**src/rtl/rv32i_pkg.sv**
```systemverilog
// Shared RV32I definitions for the write-back stage.
// Contents: XLEN, the LOAD major opcode, and the load funct3 encodings.
package rv32i_pkg;

    localparam int unsigned XLEN        = 32;
    localparam logic [6:0]  OPCODE_LOAD = 7'b0000011;

    typedef enum logic [2:0] {
        F3_LB  = 3'b000,
        F3_LH  = 3'b001,
        F3_LW  = 3'b010,
        F3_LBU = 3'b100,
        F3_LHU = 3'b101
    } funct3_e;

endpackage

```
**src/rtl/wb_regfile_if.sv**
```systemverilog
// Bus bundle for the write-back stage.
// Carries the pipeline controls (STALL/FLUSH), the incoming M_* bundle, the
// decode read ports and the latched W_* / INSTRET results.
// master: upstream pipeline (drives M_*, controls, read addresses)
// slave : wb_regfile
interface wb_regfile_if;
    import rv32i_pkg::*;

    logic            STALL;
    logic            FLUSH;
    logic [XLEN-1:0] M_PC;
    logic [31:0]     M_INST;
    logic            M_VALID;
    logic [4:0]      M_REG_D;
    logic [XLEN-1:0] M_REG_D_V;
    logic [3:0]      M_LOAD_STRB;
    logic [XLEN-1:0] M_LOAD_DATA;
    logic [4:0]      RS1_ADDR;
    logic [4:0]      RS2_ADDR;
    logic [XLEN-1:0] RS1_DATA;
    logic [XLEN-1:0] RS2_DATA;
    logic [XLEN-1:0] W_PC;
    logic [31:0]     W_INST;
    logic            W_VALID;
    logic [4:0]      W_REG_D;
    logic [XLEN-1:0] W_REG_D_V;
    logic [63:0]     INSTRET;

    modport master (
        output STALL, FLUSH, M_PC, M_INST, M_VALID, M_REG_D, M_REG_D_V,
               M_LOAD_STRB, M_LOAD_DATA, RS1_ADDR, RS2_ADDR,
        input  RS1_DATA, RS2_DATA, W_PC, W_INST, W_VALID, W_REG_D,
               W_REG_D_V, INSTRET
    );

    modport slave (
        input  STALL, FLUSH, M_PC, M_INST, M_VALID, M_REG_D, M_REG_D_V,
               M_LOAD_STRB, M_LOAD_DATA, RS1_ADDR, RS2_ADDR,
        output RS1_DATA, RS2_DATA, W_PC, W_INST, W_VALID, W_REG_D,
               W_REG_D_V, INSTRET
    );

endinterface

```
**src/rtl/regfile.sv**
```systemverilog
// 32 x XLEN integer register storage.
// Ports: i_clk, i_rst_n (sync active-low clear of all entries),
//        i_we/i_waddr/i_wdata (one write port),
//        i_raddr1/o_rdata1, i_raddr2/o_rdata2 (asynchronous reads).
// x0 protection and bypass are handled by the caller.
module regfile
    import rv32i_pkg::*;
(
    input  logic            i_clk,
    input  logic            i_rst_n,
    input  logic            i_we,
    input  logic [4:0]      i_waddr,
    input  logic [XLEN-1:0] i_wdata,
    input  logic [4:0]      i_raddr1,
    input  logic [4:0]      i_raddr2,
    output logic [XLEN-1:0] o_rdata1,
    output logic [XLEN-1:0] o_rdata2
);

    logic [XLEN-1:0] r_regs [32];

    always_ff @(posedge i_clk) begin
        if (!i_rst_n) begin
            for (int unsigned i = 0; i < 32; i++) begin
                r_regs[i] <= '0;
            end
        end else if (i_we) begin
            r_regs[i_waddr] <= i_wdata;
        end
    end

    assign o_rdata1 = r_regs[i_raddr1];
    assign o_rdata2 = r_regs[i_raddr2];

endmodule

```
**src/rtl/wb_regfile.sv**
```systemverilog
// RV32I write-back stage: W latch, load lane extraction, register commit,
// bypassed decode read ports and retired-instruction counter.
// Ports: CLK (rising edge), RST (sync active-low), bus (wb_regfile_if.slave)
// carrying STALL/FLUSH, the M_* bundle, RS1/RS2 read ports, W_* and INSTRET.
module wb_regfile
    import rv32i_pkg::*;
(
    input  logic          CLK,
    input  logic          RST,
    wb_regfile_if.slave   bus
);

    logic [XLEN-1:0] r_w_pc;
    logic [31:0]     r_w_inst;
    logic            r_w_valid;
    logic [4:0]      r_w_reg_d;
    logic [XLEN-1:0] r_w_reg_d_v;
    logic [63:0]     r_instret;

    logic            w_is_load;
    logic [1:0]      w_off;
    logic            w_byte_ok;
    logic            w_half_ok;
    logic            w_word_ok;
    logic [XLEN-1:0] w_shifted;
    logic [XLEN-1:0] w_load_val;
    logic [XLEN-1:0] w_next_val;
    logic            w_rf_we;
    logic [XLEN-1:0] w_rf_rd1;
    logic [XLEN-1:0] w_rf_rd2;

    assign w_is_load = (bus.M_INST[6:0] == OPCODE_LOAD);

    // Strobe pattern decides both the lane offset and which access sizes it
    // can legally belong to.
    always_comb begin
        w_off     = 2'd0;
        w_byte_ok = 1'b0;
        w_half_ok = 1'b0;
        w_word_ok = 1'b0;
        case (bus.M_LOAD_STRB)
            4'b0001: begin w_off = 2'd0; w_byte_ok = 1'b1; end
            4'b0010: begin w_off = 2'd1; w_byte_ok = 1'b1; end
            4'b0100: begin w_off = 2'd2; w_byte_ok = 1'b1; end
            4'b1000: begin w_off = 2'd3; w_byte_ok = 1'b1; end
            4'b0011: begin w_off = 2'd0; w_half_ok = 1'b1; end
            4'b1100: begin w_off = 2'd2; w_half_ok = 1'b1; end
            4'b1111: begin w_off = 2'd0; w_word_ok = 1'b1; end
            default: ;
        endcase
    end

    assign w_shifted = bus.M_LOAD_DATA >> {w_off, 3'b000};

    // Any funct3/strobe mismatch yields 0; the write itself still happens.
    always_comb begin
        w_load_val = '0;
        case (funct3_e'(bus.M_INST[14:12]))
            F3_LB:  if (w_byte_ok) w_load_val = {{24{w_shifted[7]}}, w_shifted[7:0]};
            F3_LBU: if (w_byte_ok) w_load_val = {24'd0, w_shifted[7:0]};
            F3_LH:  if (w_half_ok) w_load_val = {{16{w_shifted[15]}}, w_shifted[15:0]};
            F3_LHU: if (w_half_ok) w_load_val = {16'd0, w_shifted[15:0]};
            F3_LW:  if (w_word_ok) w_load_val = w_shifted;
            default: w_load_val = '0;
        endcase
    end

    assign w_next_val = w_is_load ? w_load_val : bus.M_REG_D_V;

    always_ff @(posedge CLK) begin
        if (!RST) begin
            r_w_pc      <= '0;
            r_w_inst    <= '0;
            r_w_valid   <= 1'b0;
            r_w_reg_d   <= '0;
            r_w_reg_d_v <= '0;
        end else if (bus.STALL) begin
            r_w_pc      <= r_w_pc;
            r_w_inst    <= r_w_inst;
            r_w_valid   <= r_w_valid;
            r_w_reg_d   <= r_w_reg_d;
            r_w_reg_d_v <= r_w_reg_d_v;
        end else if (bus.FLUSH) begin
            r_w_pc      <= '0;
            r_w_inst    <= '0;
            r_w_valid   <= 1'b0;
            r_w_reg_d   <= '0;
            r_w_reg_d_v <= '0;
        end else begin
            r_w_pc      <= bus.M_PC;
            r_w_inst    <= bus.M_INST;
            r_w_valid   <= bus.M_VALID;
            r_w_reg_d   <= bus.M_REG_D;
            r_w_reg_d_v <= w_next_val;
        end
    end

    // The entry in W retires on any non-stalled edge, including a flush edge.
    always_ff @(posedge CLK) begin
        if (!RST) begin
            r_instret <= '0;
        end else if (r_w_valid && !bus.STALL) begin
            r_instret <= r_instret + 64'd1;
        end
    end

    assign w_rf_we = r_w_valid && (r_w_reg_d != 5'd0);

    regfile u_regfile (
        .i_clk    (CLK),
        .i_rst_n  (RST),
        .i_we     (w_rf_we),
        .i_waddr  (r_w_reg_d),
        .i_wdata  (r_w_reg_d_v),
        .i_raddr1 (bus.RS1_ADDR),
        .i_raddr2 (bus.RS2_ADDR),
        .o_rdata1 (w_rf_rd1),
        .o_rdata2 (w_rf_rd2)
    );

    always_comb begin
        bus.RS1_DATA = w_rf_rd1;
        if (bus.RS1_ADDR == 5'd0) begin
            bus.RS1_DATA = '0;
        end else if (r_w_valid && (bus.RS1_ADDR == r_w_reg_d)) begin
            bus.RS1_DATA = r_w_reg_d_v;
        end
    end

    always_comb begin
        bus.RS2_DATA = w_rf_rd2;
        if (bus.RS2_ADDR == 5'd0) begin
            bus.RS2_DATA = '0;
        end else if (r_w_valid && (bus.RS2_ADDR == r_w_reg_d)) begin
            bus.RS2_DATA = r_w_reg_d_v;
        end
    end

    assign bus.W_PC      = r_w_pc;
    assign bus.W_INST    = r_w_inst;
    assign bus.W_VALID   = r_w_valid;
    assign bus.W_REG_D   = r_w_reg_d;
    assign bus.W_REG_D_V = r_w_reg_d_v;
    assign bus.INSTRET   = r_instret;

endmodule

```
**src/flat_wrapper.sv**
```systemverilog
// flat-port wrapper written by rule: the top's interface ports become plain ports
module wb_regfile_flat import rv32i_pkg::*;
  (CLK, RST, bus_STALL, bus_FLUSH, bus_M_PC, bus_M_INST, bus_M_VALID, bus_M_REG_D, bus_M_REG_D_V, bus_M_LOAD_STRB, bus_M_LOAD_DATA, bus_RS1_ADDR, bus_RS2_ADDR, bus_RS1_DATA, bus_RS2_DATA, bus_W_PC, bus_W_INST, bus_W_VALID, bus_W_REG_D, bus_W_REG_D_V, bus_INSTRET);
  wb_regfile_if bus_i ();
  input  logic CLK;
  input  logic RST;
  input wire logic [$bits(bus_i.STALL)-1:0] bus_STALL;
  input wire logic [$bits(bus_i.FLUSH)-1:0] bus_FLUSH;
  input wire logic [$bits(bus_i.M_PC)-1:0] bus_M_PC;
  input wire logic [$bits(bus_i.M_INST)-1:0] bus_M_INST;
  input wire logic [$bits(bus_i.M_VALID)-1:0] bus_M_VALID;
  input wire logic [$bits(bus_i.M_REG_D)-1:0] bus_M_REG_D;
  input wire logic [$bits(bus_i.M_REG_D_V)-1:0] bus_M_REG_D_V;
  input wire logic [$bits(bus_i.M_LOAD_STRB)-1:0] bus_M_LOAD_STRB;
  input wire logic [$bits(bus_i.M_LOAD_DATA)-1:0] bus_M_LOAD_DATA;
  input wire logic [$bits(bus_i.RS1_ADDR)-1:0] bus_RS1_ADDR;
  input wire logic [$bits(bus_i.RS2_ADDR)-1:0] bus_RS2_ADDR;
  output wire logic [$bits(bus_i.RS1_DATA)-1:0] bus_RS1_DATA;
  output wire logic [$bits(bus_i.RS2_DATA)-1:0] bus_RS2_DATA;
  output wire logic [$bits(bus_i.W_PC)-1:0] bus_W_PC;
  output wire logic [$bits(bus_i.W_INST)-1:0] bus_W_INST;
  output wire logic [$bits(bus_i.W_VALID)-1:0] bus_W_VALID;
  output wire logic [$bits(bus_i.W_REG_D)-1:0] bus_W_REG_D;
  output wire logic [$bits(bus_i.W_REG_D_V)-1:0] bus_W_REG_D_V;
  output wire logic [$bits(bus_i.INSTRET)-1:0] bus_INSTRET;
  assign bus_i.STALL = bus_STALL;
  assign bus_i.FLUSH = bus_FLUSH;
  assign bus_i.M_PC = bus_M_PC;
  assign bus_i.M_INST = bus_M_INST;
  assign bus_i.M_VALID = bus_M_VALID;
  assign bus_i.M_REG_D = bus_M_REG_D;
  assign bus_i.M_REG_D_V = bus_M_REG_D_V;
  assign bus_i.M_LOAD_STRB = bus_M_LOAD_STRB;
  assign bus_i.M_LOAD_DATA = bus_M_LOAD_DATA;
  assign bus_i.RS1_ADDR = bus_RS1_ADDR;
  assign bus_i.RS2_ADDR = bus_RS2_ADDR;
  assign bus_RS1_DATA = bus_i.RS1_DATA;
  assign bus_RS2_DATA = bus_i.RS2_DATA;
  assign bus_W_PC = bus_i.W_PC;
  assign bus_W_INST = bus_i.W_INST;
  assign bus_W_VALID = bus_i.W_VALID;
  assign bus_W_REG_D = bus_i.W_REG_D;
  assign bus_W_REG_D_V = bus_i.W_REG_D_V;
  assign bus_INSTRET = bus_i.INSTRET;
  wb_regfile u_core (.CLK(CLK), .RST(RST), .bus(bus_i));
endmodule
```
**config.mk**
```make
export PLATFORM = sky130hd
export DESIGN_NAME = wb_regfile_flat
export DESIGN_NICKNAME = d
export VERILOG_FILES = /design/src/rtl/rv32i_pkg.sv /design/src/rtl/wb_regfile_if.sv /design/src/rtl/regfile.sv /design/src/rtl/wb_regfile.sv /design/src/flat_wrapper.sv
export SDC_FILE = /design/constraint.sdc
export NUM_CORES = 2
export LEC_CHECK = 0
export BUFFER_PORTS_ARGS = -buffer_cell sky130_fd_sc_hd__buf_2
export CORE_ASPECT_RATIO = 1.1
export CORE_MARGIN = 10
export CORE_UTILIZATION = 40
export DETAILED_ROUTE_END_ITERATION = 12
export PLACE_DENSITY = 0.57
export SKIP_CTS_REPAIR_TIMING = 1
export SYNTH_ARGS = -nofsm -noshare
export SYNTH_HDL_FRONTEND = slang
export SYNTH_HIERARCHICAL = 1
export SYNTH_SLANG_ARGS = --single-unit
```
**constraint.sdc**
```tcl
create_clock -name CLK -period 8.6 [get_ports CLK]
set_input_delay 0.43 -clock CLK [delete_from_list [all_inputs] [get_ports CLK]]
set_output_delay 0.43 -clock CLK [all_outputs]
set_load 0.005 [all_outputs]
```
==> metrics.txt <==
I/O pin count 382; initial antenna violation count 43; synthesized instance count 5632; status finished clean; gpl congestion 0.8387; Final min period 4.516 ns; Net Count, Synth 5785; Post-synth top cells mux2i_1, and2_1, edfxtp_1; worst path cell trace buf_8, buf_4, buf_4, mux2i_1, a22oi_1, a31oi_1, nand3_1, mux2i_1, nor2_1, buf_2; FF+latch count, synth 1190; Arrival @ worst endpoint 4.09 ns; Skew-Pair Late Insertion Delay 0.81 ns; DRT antenna net count 0; area leader, netlist edfxtp_1; vias in the first global route 48340; Post-Route Setup TNS 0 ns; Yosys cell types 63; Setup Skew 0.02712 ns; Die W 402.0 um; Slew Limit Fails 0; share of the synthesized area in the top cell type 47.88%; CP startpoint kind primary input; Register Area 34070 um^2; Post-Synthesis Cell Area 64220 um^2; Synth area leaders edfxtp_1, mux2i_1, and2_1; CP max stage delay 0.94 ns; Worst Path Required 8.17 ns; CTS Buf Count 137; post-synthesis adder-cell area fraction 0.01948%; ys flop type edfxtp_1; multiplexer fraction of the synthesized cell area 17.38%; initial cell density of the core 40.15%; largest family of logic cells by synthesized area multiplexers; f_max 221.4 MHz; CTS root buf clkbuf_16; vias per inst 6.120; Post-Synth Simple-Gate Area 16.66%; Final setup viols 0; Die ar. 177000 um^2; first-pass GRT wire length 354.4 mm; # H-tree levels 4; post-synthesis xor/xnor area fraction 0.5864%; drt total wl 255.4 mm; worst vdd ir 209.3 uV; critical path type primary input to output port; Worst-path clk slew 0.06 ns; asr flop ratio synth 0%; hpwl dp 150.1 mm; final global-route overflow total 0; Seq/Total Area, Yosys 53.06%; Post-synth EDFFs 1024; CP max FO 80; non-filler cells, final 8086; Max Root-Sink Buffers 3; row cnt 154; CP max stage cell buf_4; Multi-input gate area 28460 um^2; HP Class primary input to flop; post-synthesis compound-gate area fraction 8.754%; Detailed Route Iter0 Violations 5880; Leakage 29.36 nW; Die Y 440.2 um; yosys warns 6; P&R area growth vs syn 14.67%; worst-margin pin slew 1.464 ns; port bufs 381; CP Capture Type output port; via count 49490; final net count 6010; Final period util 52.51%; cell family with most CP delay buffers and inverters; CTS Sinks 1190; syn_area_per_cell 11.40 um^2; Pwr Density 188.6 nW/um^2; CORE AREA 159900 um^2; pin count of the biggest net entering global routing 136; layout cell share with drive strength beyond 1 13.83%; total iterations of the first detailed-routing run 6; RSZ-0062 raised after global routing no; Bufs and invs on worst path 4; Tot GR Track Use 27.54%; fill count 14500; Placed Cells 7736; WL/cell 31.59 um; TritonCTS clock tree built; final hold violations 0; Worst slew margin 2.328%; drt drc 0; top-count cell post-synth mux2i_1; max-cap viol count 0
==> cell families after synthesis <==
group	count (synthesis)
xor+xnor	43
simple gates	1927
mux	1104
compound gates	828
buf+inv	539
fa+ha+maj	1
flops	1190
==> routing by layer <==
layer / share of wire [%] / vias up / global-route usage, %
met3: 9.4 / 626 / 5.909
met1: 40 / 24870 / 35.85
met4: 4.8 / 16 / 12.76
li1: - / 21140 / -
met2: 46 / 2840 / 43.79
met5: 0.040 / - / 0
==> per-stage QoR <==
stage | utilization, % | hold WS, ns | area (um^2) | total power, mW | worst slack [ns]
floorplan | - | 0.4748 | 64220 | 7.503 | 4.342
global placement | 42.75 | 0.4709 | 68370 | 8.144 | 4.145
detailed placement | 42.75 | 0.4841 | 68370 | 8.163 | 4.155
CTS | 45.47 | -0.2063 | 72720 | 13.90 | 4.088
global route | 46.02 | 0.02877 | 73610 | 14.26 | 3.958
finish | 46.04 | 0.03673 | 73640 | 13.89 | 4.084
==> sequential cells by signal, indices dropped and copies added (netlist names) <==
name,cells
u_core/u_regfile/r_regs,1024
u_core/bus.INSTRET,64
u_core/bus.W_INST,32
u_core/bus.W_PC,32
u_core/bus.W_REG_D_V,32
u_core/bus.W_REG_D,5
u_core/bus.W_VALID,1
==> placed cells by master (no fill, tap or decap), drive strengths merged, types with 7 or more instances in the layout <==
cell         synthesis  layout
nor2b                7       7
nand3              233     233
mux2                 7       7
nor4                13      13
nand2              234     234
a21o                 8       8
clkbuf             346     181
bufinv               0       9
a31oi               65      65
o21ai               53      53
dfxtp              166     166
nor3                89      89
o221ai               8       8
a22oi              283     283
o31ai               22      22
edfxtp            1024    1024
buf                186     530
clkinv               1      48
and4                10      10
mux4                 8       8
inv                  6      14
mux2i             1089    1089
or4                 26      26
and3                 7       7
nand4               24      24
dlygate4sd3          0      88
and2              1033    1033
nor2               215     215
or3                 12      12
a21oi              233     233
diode                0      16
xor2                23      23
xnor2               20      20
a22o               145     145
==> report_power, final <==
group | internal (mW) | switching, mW | leakage, nW
Clock | 3.30 | 2.48 | 2.11
Sequential | 6.44 | 0.107 | 11.9
Combinational | 0.523 | 1.04 | 15.4
Total | 10.3 | 3.62 | 29.4
==> final timing paths <==
check                               from  slack [ns]                             end  depth (start not counted)
setup reg to reg   u_core/bus.W_REG_D[2]        4.62  u_core/u_regfile/r_regs[8][10]                          7
setup / recovery         bus_RS2_ADDR[1]        4.08                 bus_RS2_DATA[5]                         10
hold / removal        bus_M_LOAD_DATA[4]        0.04         u_core/bus.W_REG_D_V[4]                          3
hold reg to reg   u_core/bus.INSTRET[56]        0.49          u_core/bus.INSTRET[56]                          2
==> worst register-to-register path: stages (launching register included) <==
cell and delay, ns:
dfxtp_1 0.87, or4_1 0.23, o21a_1 0.14, nand2_1 0.07, or3_1 0.41, buf_4 0.29, o21ai_4 1.03, buf_4 0.54
==> final cells by class <==
cell class,count,share of cell area (%)
Clock inverter,65,0.9039
Multi-Input combinational cell,3903,38.65
Timing Repair Buffer,618,5.509
Sequential cell,1190,46.27
Tap cell,2106,3.578
Antenna cell,16,0.05437
Inverter,7,0.03908
Clock buffer,181,4.997
No activity file was read; power rests on OpenSTA's default activity.
